==> src/rtl/simple_0.sv <==
// Registered single-digit BCD cell: increment with carry (C=0) or nines-complement (C=1).
// Optional sticky invalid-input flag ERR when SIMPLE0_ERR_FLAG_EN is defined.
module simple_0 (
  input  logic       clk,
  input  logic       rst_n,
  input  logic [3:0] A,
  input  logic       C,
  output logic [3:0] B,
  output logic       D
`ifdef SIMPLE0_ERR_FLAG_EN
  ,
  output logic       ERR
`endif
);

  logic       a_valid;
  logic [3:0] b_nxt;
  logic       d_nxt;

  assign a_valid = (A <= 4'd9);

  // Stays in 4 bits: the A=9 increment wraps explicitly instead of producing 10.
  always_comb begin
    b_nxt = '1;
    d_nxt = 1'b0;
    if (a_valid) begin
      if (C) begin
        b_nxt = 4'd9 - A;
      end else if (A == 4'd9) begin
        b_nxt = '0;
        d_nxt = 1'b1;
      end else begin
        b_nxt = A + 4'd1;
      end
    end
  end

  always_ff @(posedge clk) begin
    if (!rst_n) begin
      B <= '0;
      D <= 1'b0;
    end else begin
      B <= b_nxt;
      D <= d_nxt;
    end
  end

`ifdef SIMPLE0_ERR_FLAG_EN
  always_ff @(posedge clk) begin
    if (!rst_n) begin
      ERR <= 1'b0;
    end else if (!a_valid) begin
      ERR <= 1'b1;
    end
  end
`endif

endmodule

==> config.mk <==
export PLATFORM = sky130hd
export DESIGN_NAME = simple_0
export DESIGN_NICKNAME = d
export VERILOG_FILES = /design/src/rtl/simple_0.sv
export SDC_FILE = /design/constraint.sdc
export NUM_CORES = 1
export LEC_CHECK = 0
export BUFFER_PORTS_ARGS = -buffer_cell sky130_fd_sc_hd__buf_2
export CORE_AREA = 4 4 41 43
export CTS_BUF_LIST = sky130_fd_sc_hd__clkbuf_4 sky130_fd_sc_hd__clkbuf_8
export CTS_CLUSTER_SIZE = 12
export DETAILED_ROUTE_END_ITERATION = 8
export DIE_AREA = 0 0 45 47
export PLACE_DENSITY_LB_ADDON = 0.2
export SLEW_MARGIN = 40
export SYNTH_ARGS = -nofsm -noshare
export SYNTH_HDL_FRONTEND = slang
export SYNTH_SLANG_ARGS = --single-unit
==> constraint.sdc <==
create_clock -name clk -period 0.9 [get_ports clk]
set_input_delay 0.045 -clock clk [delete_from_list [all_inputs] [get_ports clk]]
set_output_delay 0.045 -clock clk [all_outputs]
set_load 0.05 [all_outputs]
Yosys cells after proc, flatten, opt, wreduce, memory -nomap -nowiden --
Index checks and enable logic that the tools add are counted.
Word-level totals: bits in registers 5, output and inout port bits 5, logic and storage cells 13
Cells by class: add/subtract/negate cells 2, order comparisons 1, equality and inequality tests 1, mux-type cells 4, bitwise logic cells 2, reductions and logical operators 1
Operators by type and width (number):
- $mux W4 | 3
- $add A4 B1 Y4 const B | 1
- $eq A4 B4 Y1 const B | 1
- $le A4 B4 Y1 const B | 1
- $sub A4 B4 Y4 const A | 1
- $reduce_or A3 Y1 | 1
- $not A1 Y1 | 2
- $mux W1 | 1

Depth between registers and ports, before layout --
word-level depth 4, gate-level depth with buffers 5, gate-level depth less buffers 5

Worst setup path before layout --
No wires, ideal clock.
path kind input to register, start point in A[1], end point reg B[3], data arrival time 0.730 ns, data required time 0.769 ns, path slack 0.039 ns, stages 5, path buffers 0, cells stage by stage ha_1 > nor2b_2 > a221oi_1 > nand2b_1 > a21oi_1
Between the ends: word-level cells in the longest chain between the ends 4, elaborated cells between the ends (all ways) 7, classes of those cells add/sub (2); order compare (1); eq/ne (1); mux (3)
Ends and longest elaborated chain:
- from (decl) | line 6 | input logic [3:0] A,
- $add A4 B1 Y4 or $eq A4 B4 Y1 (tied branches) | line 33, 29
- $mux W4 | line 29 | end else if (A == 4'd9) begin
- $mux W4 | line 27 | if (C) begin
- $mux W4 (*) | line 26 | if (a_valid) begin
- to (signal assigned) | line 43 | B <= b_nxt;
- to (decl) | line 8 | output logic [3:0] B,
Every way passes the cells marked *; elsewhere a longest branch is shown, timed or not. A chain may end at the register's enable or synchronous reset.

Worst setup path in the final report --
start point reg B[0], end point out B[0]
No word-level cell between the ends.

==> results.toml <==
[route]
vias = 261
via_per_inst = 4.14
drt_iter0_markers = 1
drt-total-wl_um = 534
drc = 0
drt_first_pass_iters = 2
routedWlPerCell_um = 8.48
final_antenna_net_count = 0

[global_routing]
overflow = 0
grt_util_met1_pct = 7.74
grt_max_degree = 8
antenna_found_initial = 0
top_usage_layer = "met2"
track_usage_pct = 6.80
grt_pass1_wl_mm = 1.02
use_met2_pct = 10.5
met3_usage_pct = 2.30
grt_pass1_vias = 256

[worst_setup_path]
critPathBufInv = 1
max_stage_delay_ns = 0.30
startpoint_type = "register"
critical_path_required_ns = 0.85
critical_path.max_fanout = 1
arrival_ns = 0.79
path_cells = "buf_2"
critPathKind = "register to primary output"
endpoint_kind = "primary output"
crit_slowest_cell = "dfxtp_1"
crit_family = "flip-flops"

[clocking]
cts_inserted_buffers = 3
clockRootBuffer = "clkbuf_4"
cts_tree = "done"
clockBufferDepth = 2
cts_sinks = 5
htree_levels = 1
post_cts_resized = 0
cts.reportedPaths.clkPinSlew_ns = 0.04
postCtsSetupRepairBufs = 0
cts.hold.buffers_added = 0

[sta]
whs_ns = 0.0430
fmax_ghz = 1.20
setup_viol = 0
rsz0062_at_grt = "false"
hold_violations = 0
min_period_over_period_pct = 92.4
maxSlewViolCount = 0
fin_crit_ns = 0.831
relSlewSlack_pct = 77.8
worst_slew_pin_slew_ns = 0.331

[pwr]
power.density_nw_per_um2 = 1760
p_leak_nw = 0.203
vdd_ir_drop_max_v = 0.000436

[placement]
dpl.hpwl_um = 456
gp_congestion = 0.656
io_buffers = 11
dpl_cell_area_um2 = 359

[min_path]
hold_path.class = "primary input to register"

[synth]
synth_seq_area_share_pct = 39.2
ys_types = 14
ys_seq_elements = 5
synthesis.nets = 39
ys.warnings.count = 0
synth_area_per_cell_um2 = 8.80
syn_area_um2 = 255
syn_inst = 29

[floorplanning]
die_x_um = 45
die_area_um2 = 2120
fp-row-count = 13
core_area_um2 = 1300
io_pins = 12
initial_utilization_pct = 19.6
die_y_um = 47

[job]
drv_cap = 0

[layout]
design_area_um2 = 389
drive_above_1_share_pct = 41.7
nFillCells = 156
fin_nets = 59
diodes = 0
area_growth_pct = 52.5

[status]
status = "finished clean"
-- cells in the final DEF (no fill, tap or decap), drive strengths merged --
cell type and count:
dfxtp 5, nor2b 1, nor3 1, a31oi 2
nand2b 1, a221oi 1, clkbuf 4, inv 4
xor2 1, nand2 3, a21oi 2, o221ai 1
o211ai 1, nand3 3, ha 3, buf 15
-- worst paths after layout --
check,startpoint,endpoint,slack [ns],depth (start not counted)
hold / removal,A[0],B[0],0.04,2
setup / recovery,B[0],B[0],0.07,1
-- Yosys cell counts --
| master | number | area, µm² |
|---|---|---|
| o221ai_1 | 1 | 8.76 |
| a21oi_1 | 2 | 10.0 |
| a221oi_1 | 1 | 8.76 |
| dfxtp_1 | 5 | 100 |
| nand3_1 | 3 | 15.0 |
| nor3_1 | 1 | 5.00 |
| nand2_1 | 3 | 11.3 |
| ha_1 | 3 | 37.5 |
| xor2_1 | 1 | 8.76 |
| o211ai_1 | 1 | 7.51 |
| a31oi_1 | 2 | 12.5 |
| nand2b_1 | 1 | 6.26 |
| inv_1 | 4 | 15.0 |
| nor2b_2 | 1 | 8.76 |
-- through the flow --
stage / total power [mW] / setup TNS [ns] / setup slack [ns] / util (%) / cells
global route: 0.730 / 0 / 0.00942 / 29.9 / 63
floorplan: 0.345 / 0 / 0.0389 / - / 29
finish: 0.686 / 0 / 0.0687 / 29.9 / 63
global placement: 0.409 / -0.364 / -0.159 / 27.6 / 59
detailed placement: 0.407 / -0.311 / -0.150 / 27.6 / 59
CTS: 0.696 / 0 / 0.0535 / 29.9 / 63
-- where the power goes --
part / internal (mW) / total, mW / switching, mW
Combinational: 0.0550 / 0.160 / 0.105
Sequential: 0.238 / 0.241 / 0.00288
Clock: 0.197 / 0.285 / 0.0875
Total: 0.490 / 0.686 / 0.195
-- layer usage --
layer,up-vias,wire length (µm)
li1,141,-
met1,114,239
met2,6,259
met3,0,35
met4,0,0
met5,-,0
-- area by class of cell --
| type | instances | area [µm²] | share of cell area, % |
|---|---|---|---|
| multi-input cells | 20 | 140 | 36.0 |
| flip-flops and latches | 5 | 100 | 25.7 |
| repair buffers | 15 | 85.1 | 21.9 |
| clock buffers | 4 | 30.0 | 7.72 |
| well taps | 15 | 18.8 | 4.82 |
| inverters | 4 | 15.0 | 3.86 |
-- kinds of logic after synthesis --
group           count (synthesis)  synth area share, %
compound gates                  7                 18.6
fa+ha+maj                       3                 14.7
buf+inv                         4                 5.88
flops                           5                 39.2
simple gates                    9                 18.1
xor+xnor                        1                 3.43
-- flip-flops by register name, summed over array words and instances, names as in the netlist --
register and cells:
D 1, B 4
(Power assumes the default switching activity.)
